[src/rtl/cic_decimator.sv]
// Complex I/Q CIC decimator: N registered integrators at the input rate, a shared
// decimation counter, and N combs evaluated on the registered decimation strobe.
module cic_decimator #(
    parameter int num_of_bits_io  = 16,
    parameter int num_of_stages   = 3,
    parameter int log2_decimation = 6
) (
    input  logic                             clk_i,
    input  logic                             rst_i,
    input  logic                             valid_i,
    input  logic signed [num_of_bits_io-1:0] signalr_i,
    input  logic signed [num_of_bits_io-1:0] signali_i,
    output logic signed [num_of_bits_io-1:0] signalr_o,
    output logic signed [num_of_bits_io-1:0] signali_o,
    output logic                             valid_o
);

    localparam int B = num_of_bits_io;
    localparam int N = num_of_stages;
    localparam int L = log2_decimation;
    localparam int W = B + N * L;

    // Strobe semantics: valid_i qualifies signalr_i/signali_i in the same cycle and there is
    // no backpressure; valid_o is a one-cycle pulse and the outputs hold until the next pulse.

    logic signed [W-1:0] intr [N];
    logic signed [W-1:0] inti [N];
    logic signed [W-1:0] zr   [N];
    logic signed [W-1:0] zi   [N];
    logic signed [W-1:0] cr   [N+1];
    logic signed [W-1:0] ci   [N+1];
    logic        [L-1:0] count;
    logic                dec_q;

    logic signed [W-1:0] xr_ext;
    logic signed [W-1:0] xi_ext;

    assign xr_ext = {{(W-B){signalr_i[B-1]}}, signalr_i};
    assign xi_ext = {{(W-B){signali_i[B-1]}}, signali_i};

    // Comb chain is purely combinational; only its delays and the outputs are registered.
    always_comb begin
        cr[0] = intr[N-1];
        ci[0] = inti[N-1];
        for (int k = 0; k < N; k++) begin
            cr[k+1] = cr[k] - zr[k];
            ci[k+1] = ci[k] - zi[k];
        end
    end

    always_ff @(posedge clk_i) begin
        if (rst_i) begin
            for (int k = 0; k < N; k++) begin
                intr[k] <= '0;
                inti[k] <= '0;
                zr[k]   <= '0;
                zi[k]   <= '0;
            end
            count     <= '0;
            dec_q     <= 1'b0;
            signalr_o <= '0;
            signali_o <= '0;
            valid_o   <= 1'b0;
        end else begin
            if (valid_i) begin
                intr[0] <= intr[0] + xr_ext;
                inti[0] <= inti[0] + xi_ext;
                // Each stage adds the previous stage's registered value (one sample of delay).
                for (int k = 1; k < N; k++) begin
                    intr[k] <= intr[k] + intr[k-1];
                    inti[k] <= inti[k] + inti[k-1];
                end
                count <= count + 1'b1;
            end
            dec_q <= valid_i && (count == '1);
            if (dec_q) begin
                for (int k = 0; k < N; k++) begin
                    zr[k] <= cr[k];
                    zi[k] <= ci[k];
                end
                // Top B bits = arithmetic shift by N*L, exact unity DC gain.
                signalr_o <= cr[N][W-1 -: B];
                signali_o <= ci[N][W-1 -: B];
            end
            valid_o <= dec_q;
        end
    end

endmodule

[config.mk]
export PLATFORM = sky130hd
export DESIGN_NAME = cic_decimator
export DESIGN_NICKNAME = d
export VERILOG_FILES = /design/src/rtl/cic_decimator.sv
export SDC_FILE = /design/constraint.sdc
export NUM_CORES = 1
export LEC_CHECK = 0
export CORE_ASPECT_RATIO = 2
export CORE_MARGIN = 2
export CORE_UTILIZATION = 30
export DETAILED_ROUTE_END_ITERATION = 10
export HOLD_SLACK_MARGIN = 0.06
export SLEW_MARGIN = 20
export SYNTH_ARGS = -nofsm -noshare
export SYNTH_HDL_FRONTEND = slang
export SYNTH_SLANG_ARGS = --single-unit
export TNS_END_PERCENT = 20
[constraint.sdc]
create_clock -name clk_i -period 7.5 [get_ports clk_i]
set_input_delay 1.125 -clock clk_i [delete_from_list [all_inputs] [get_ports clk_i]]
set_output_delay 1.125 -clock clk_i [all_outputs]
set_load 0.005 [all_outputs]
==> results.py, run 1 <==
metrics = {
    "cts": {
        "htree_levels": 2,
        "cts_buffers": 42,
        "root_buffer": "clkbuf_16",
        "ctsLongestPathBuffers": 3,
        "numClockSinks": 448,
        "post_cts_buffers": 0,
        "cts.clk_slew.worst_paths_ns": 0.07,
        "tritoncts": "yes",
        "clk_latency_ns": 0.60,
    },
    "critical_path": {
        "worst_r2r_path_depth": 33,
        "arrival_ns": 7.41,
        "crit_slowest_cell": "edfxtp_1",
        "critPathLaunchType": "flop",
        "cp_common_cell": "a21o_1",
        "cp-end-kind": "flop",
        "cp.required_ns": 8.00,
        "critical_path.max_fanout": 8,
        "worst_path_largest_cell_delay_ns": 0.48,
        "worst-setup-path-type": "flop to flop",
    },
    "sta": {
        "slew_violations": 0,
        "holdWs_ns": 0.454,
        "fmax_ghz": 0.145,
        "setup_viol_count_final": 0,
        "rsz0062_at_grt": "no",
        "worstMarginPinSlew_ns": 1.07,
        "fin_tns_setup_ns": 0,
        "max_slew_margin_pct": 28.8,
        "fin_crit_ns": 6.91,
        "hold_violations": 0,
        "fin_crit_sh_pct": 92.1,
        "clock_skew_ns": 0.0263,
    },
    "logic_synthesis": {
        "syn_nets": 3981,
        "ys_ff_latch": 448,
        "synth_seq_area_share_pct": 38.6,
        "yosysTopAreaCell": "edfxtp_1",
        "async_flop_share_pct": 0,
        "synth.yosys.warnings": 0,
        "yosysUniqueCellTypes": 70,
        "synth_area_um2": 33800,
        "synth_edf_count": 408,
        "synth_area_leaders": "edfxtp_1 (36%), ha_1 (15%), a21o_1 (4.6%)",
        "netlist_instances": 3541,
        "synth_top_area_share_pct": 36.2,
        "avgSynthCellArea_um2": 9.55,
        "synth_top_flop_cell": "edfxtp_1",
    },
    "placement": {
        "place_hpwl_um": 54700,
        "place_area_um2": 36400,
        "portBuffers": 67,
        "gp_congestion": 0.826,
    },
    "floorplanning": {
        "pin_count": 68,
        "start_util_pct": 30.2,
        "die_area_um2": 116000,
        "fp-row-count": 174,
        "core-area_um2": 112000,
        "dieHeight_um": 479,
        "die_w_um": 241,
    },
    "flow_run": {
        "max_cap_violations": 0,
    },
    "power_and_ir_drop": {
        "vdd_drop_max_v": 0.000153,
        "p_comb_share_pct": 47.1,
        "p_clk_share_pct": 22.7,
        "p_int_w": 0.00632,
        "power.switching_w": 0.00382,
        "switching_share_pct": 37.6,
        "p_leak_nw": 16.5,
        "powerDensity_nw_per_um2": 268,
        "total_power_w": 0.0101,
        "seqPwrFrac_pct": 30.2,
    },
    "routing": {
        "wl_per_cell_um": 14.0,
        "avgViaCountPerCell": 4.83,
        "drtAntennaViolNets": 0,
        "routed_wl_um": 72100,
        "drt_first_iter_violations": 1079,
        "vias": 24900,
        "first_pass_iters": 5,
        "drc_errors": 0,
    },
    "finish": {
        "area_growth_pct": 11.9,
        "nFillCells": 11500,
        "nNetsFinal": 4054,
        "layout-drive-gt1-share_pct": 4.00,
        "fin_area_um2": 37900,
    },
    "global_route": {
        "grt_pass1_wl_um": 119000,
        "overflow": 0,
        "antenna_found_initial": 3,
        "grt_max_degree": 138,
        "grt_pass1_vias": 25200,
        "grt_usage_pct": 12.5,
    },
    "worst_hold_path": {
        "hold_class": "flop to flop",
        "holdPathStages": 2,
    },
    "outcome": {
        "outcome": "completed",
    },
}
==> final timing paths <==
check / from / end / slack (ns)
worst max-delay path: intr[0][69] / signalr_o[15] / 0.59
worst min-delay path: signalr_o[6] / signalr_o[6] / 0.45
worst max register to register: intr[0][69] / signalr_o[15] / 0.59
worst min register to register: signalr_o[6] / signalr_o[6] / 0.45
==> placed cells by master (no fill, tap or decap), drive strengths merged, types with 56 or more instances in the layout <==
cell type	instances
ha	395
o21ai	182
nor3	71
o21a	63
and2	210
nor2	306
edfxtp	408
xor2	133
o21bai	56
a21oi	273
nand2	154
a21o	208
xnor2	169
nand3	73
clkdlybuf4s50	67
inv	303
==> power groups by stage <==
stage / clock network (W) / registers [W] / logic [W]
2_1_floorplan: 0 / 0.00307 / 0.00375
3_3_place_gp: 0 / 0.00311 / 0.00471
3_5_place_dp: 0 / 0.00312 / 0.00478
4_1_cts: 0.00236 / 0.00307 / 0.00480
5_1_grt: 0.00244 / 0.00309 / 0.00542
6_report: 0.00230 / 0.00306 / 0.00478
==> cells by family after synthesis <==
kind of cell | after synthesis | synth area share (%)
buffers and inverters | 365 | 4.05
AO/OA/AOI/OAI | 986 | 18.8
adder cells (fa/ha/maj) | 405 | 15.2
AND/OR/NAND/NOR | 1020 | 15.0
XOR/XNOR | 304 | 7.96
flip-flops | 448 | 38.6
multiplexers | 13 | 0.385
==> cells in the mapped netlist (10+ instances only) <==
cell / count
o31a_1: 12
a31oi_1: 48
a21oi_1: 273
ha_1: 395
a21boi_0: 10
o21a_1: 63
nor2_1: 306
a21o_1: 208
edfxtp_1: 408
and3_1: 32
mux2i_1: 13
nand2_1: 154
o21ai_0: 177
dfxtp_1: 40
or3_1: 11
nor3b_1: 12
fa_1: 10
and2_1: 210
inv_1: 295
xor2_1: 133
nand4_1: 19
nor3_1: 71
a41oi_1: 10
o211ai_1: 13
nand3_1: 73
o21bai_1: 56
or2_2: 14
a211oi_1: 34
nor4_1: 10
clkbuf_1: 66
nor2b_1: 49
nand2b_1: 47
xnor2_1: 169
==> repair_timing <==
action,CTS,global route
pin swaps,0,11
hold buffers,0,0
endpoints found under the setup margin,1,10
gates resized for setup,1,15
==> per-stage QoR <==
stage	util, %	setup WS, ns	cells
floorplan	-	0.420	3541
global placement	32.5	0.0683	5066
detailed placement	32.5	-0.00754	5066
CTS	33.7	0.0356	5142
global route	33.8	0.00000266	5143
finish	33.8	0.595	5143
==> metal layers <==
layer  vias to the layer above  global-route usage, %  share of wire, %
li1                      12900                      -                 -
met1                     11600                   13.3                40
met2                       235                   24.6                54
met3                       104                   1.27               2.6
met4                         4                   4.63               3.2
met5                         -                      0             0.029
==> sequential cells by signal (all words and copies together), names as in the netlist <==
name	cells
inti	102
count	6
zr	102
dec_q	1
signali_o	16
valid_o	1
zi	102
signalr_o	16
intr	102
==> layout make-up <==
type	instances	area, um2	share of cell area [%]
inverters	296	1120	2.96
well taps	1496	1870	4.94
diodes	1	2.50	0.00661
repair buffers	98	928	2.45
clock buffers	47	1080	2.85
multi-input cells	2728	19500	51.4
clock inverters	29	333	0.879
flip-flops and latches	448	13100	34.5
==> critical path, delay by kind of cell, from the launching register on <==
family	cells	cell delay (ns)
AND/OR/NAND/NOR	8	1.30
AO/OA/AOI/OAI	16	3.13
XOR/XNOR	4	0.72
adder cells (fa/ha/maj)	3	0.97
flip-flops	1	0.48
buffers and inverters	2	0.23
Power figures use the tool's default switching activity.
==> run 2, diff against run 1 <==
CORE_MARGIN = 10   (was 2)
==> run 2 against run 1 <==
  * Largest cell class unchanged
  * Die area up 10%
  * Wire length increased by 3.0%
  * Fmax down 1.6%
  * Critical endpoint is now signali_o[15]
  * Clock skew is 0.0019 ns higher
==> results.py, run 2 (same netlist as run 1, synthesis figures left out) <==
metrics = {
    "outcome": {
        "outcome": "completed",
    },
    "finish": {
        "area_growth_pct": 12.0,
        "layout-drive-gt1-share_pct": 4.13,
        "final_common_cell": "edfxtp_1",
        "final_cell_mix": "edfxtp_1 (408), ha_1 (395), nor2_1 (304), inv_1 (294), a21oi_1 (271)",
        "nNetsFinal": 4060,
        "fin_cells": 5150,
    },
    "critical_path": {
        "crit_slowest_cell": "edfxtp_1",
        "worst_r2r_path_depth": 34,
        "cp-end-kind": "flop",
        "cp_common_cell": "a21oi_1",
        "cp-startpoint": "inti[0][68]",
        "worst-setup-path-type": "flop to flop",
        "reg2reg_from": "inti[0][68]",
        "worst_path_largest_cell_delay_ns": 0.40,
        "crit_path_end": "signali_o[15]",
        "r2r_setup_slack_ns": 0.49,
        "critPathLaunchType": "flop",
        "critical_path.max_fanout": 6,
        "arrival_ns": 7.46,
        "cp.required_ns": 7.95,
        "r2r-end": "signali_o[15]",
    },
    "cts": {
        "root_buffer": "clkbuf_16",
        "cts.clk_slew.worst_paths_ns": 0.07,
        "htree_levels": 2,
        "ctsLongestPathBuffers": 3,
        "numClockSinks": 448,
        "tritoncts": "yes",
        "cts_buffers": 42,
        "clk_latency_ns": 0.60,
    },
    "floorplanning": {
        "fp-row-count": 174,
        "die_w_um": 257,
        "dieHeight_um": 495,
        "pin_count": 68,
        "start_util_pct": 30.2,
        "die_area_um2": 127000,
        "core-area_um2": 112000,
    },
    "power_and_ir_drop": {
        "vdd_drop_max_v": 0.000158,
        "p_comb_share_pct": 47.5,
        "p_leak_nw": 16.5,
        "powerDensity_nw_per_um2": 267,
        "power.switching_w": 0.00385,
        "switching_share_pct": 38.0,
        "p_clk_share_pct": 22.2,
        "seqPwrFrac_pct": 30.3,
        "total_power_w": 0.0101,
        "p_int_w": 0.00627,
    },
    "placement": {
        "place_hpwl_um": 56900,
        "portBuffers": 67,
        "dp_cells": 5069,
        "preCtsSetupSlack_ns": -0.0728,
        "gp_congestion": 0.844,
    },
    "routing": {
        "drc_errors": 0,
        "routed_wl_um": 74300,
        "first_pass_iters": 6,
        "drtAntennaViolNets": 0,
        "wl_per_cell_um": 14.4,
        "avgViaCountPerCell": 4.86,
        "drt_first_iter_violations": 971,
        "vias": 25000,
    },
    "global_route": {
        "grt_pass1_vias": 25300,
        "use_met2_pct": 22.4,
        "overflow": 0,
        "grt_pass1_wl_um": 122000,
        "met1_usage_pct": 11.9,
        "grt_max_degree": 138,
        "met3_usage_pct": 1.13,
        "busiest_layer": "met2",
        "antenna_found_initial": 4,
        "grt_usage_pct": 11.4,
    },
    "sta": {
        "fmax_ghz": 0.143,
        "worstMarginPinSlew_ns": 0.962,
        "max_slew_margin_pct": 35.9,
        "fin_crit_sh_pct": 93.5,
        "setup_viol_count_final": 0,
        "layout_setup_ws_ns": 0.486,
        "hold_violations": 0,
        "clock_skew_ns": 0.0282,
        "slew_violations": 0,
        "fin_crit_ns": 7.01,
    },
    "worst_hold_path": {
        "hold_class": "flop to flop",
    },
    "flow_run": {
        "max_cap_violations": 0,
    },
}
-- run 2: changes by cell type in the layout (fill, tap and decap cells not counted), sizes merged --
cell	previous run	this run
clkbuf	47	42
clkinv	13	21
bufinv	6	5
clkinvlp	3	4
buf	31	37
inv	303	301
-- run 2: area by class of cell --
type | instances | area [um2]
sequential | 448 | 13100
multi-input combinational | 2728 | 19500
clock inverter | 35 | 327
tap | 1496 | 1870
timing repair buffer | 104 | 961
inverter | 296 | 1120
antenna | 1 | 2.50
fill | 11400 | 74200
clock buffer | 42 | 1050
-- run 2: how the worst min path moves through the flow --
stage                       start            end  cells past startpoint
floorplan                count[5]          dec_q                      2
global placement     signali_o[8]   signali_o[8]                      2
detailed placement   signalr_o[2]   signalr_o[2]                      2
CTS                 signalr_o[12]  signalr_o[12]                      2
global route        signalr_o[12]  signalr_o[12]                      2
finish              signalr_o[12]  signalr_o[12]                      2
-- run 2: metrics by stage --
step	instance area, um2	utilization, %	TNS [ns]	hold WS (ns)
finish	37900	33.8	0	0.454
global route	37900	33.8	-0.0338	0.478
CTS	37800	33.7	0	0.460
detailed placement	36400	32.5	-0.0728	0.445
global placement	36400	32.5	0	0.435
floorplan	33800	-	0	0.446
-- run 2: critical path: cells and delay by family, from the launching register on --
family	cells	cell delay, ns
buffers and inverters	2	0.16
adder cells (fa/ha/maj)	4	1.27
AND/OR/NAND/NOR	5	0.81
XOR/XNOR	4	0.60
flip-flops	1	0.40
AO/OA/AOI/OAI	19	3.61
-- run 2: timing repair --
| item | CTS | global route |
|---|---|---|
| resized for setup | 2 | 17 |
| setup buffers | 0 | 3 |
| pin swaps | 0 | 16 |
| endpoints found under the setup margin | 1 | 10 |
| hold buffers | 0 | 0 |
-- run 2: routing by layer --
metal  vias up  share of wire (%)
met5         -              0.028
met4         4                3.8
met3       131                2.2
met2       280                 54
met1     11700                 40
li1      12900                  -
-- run 2: power groups by stage --
stage / logic, W / clock network [W] / registers [W]
2_1_floorplan: 0.00375 / 0 / 0.00307
3_3_place_gp: 0.00472 / 0 / 0.00312
3_5_place_dp: 0.00479 / 0 / 0.00312
4_1_cts: 0.00482 / 0.00232 / 0.00307
5_1_grt: 0.00545 / 0.00239 / 0.00309
6_report: 0.00481 / 0.00225 / 0.00306
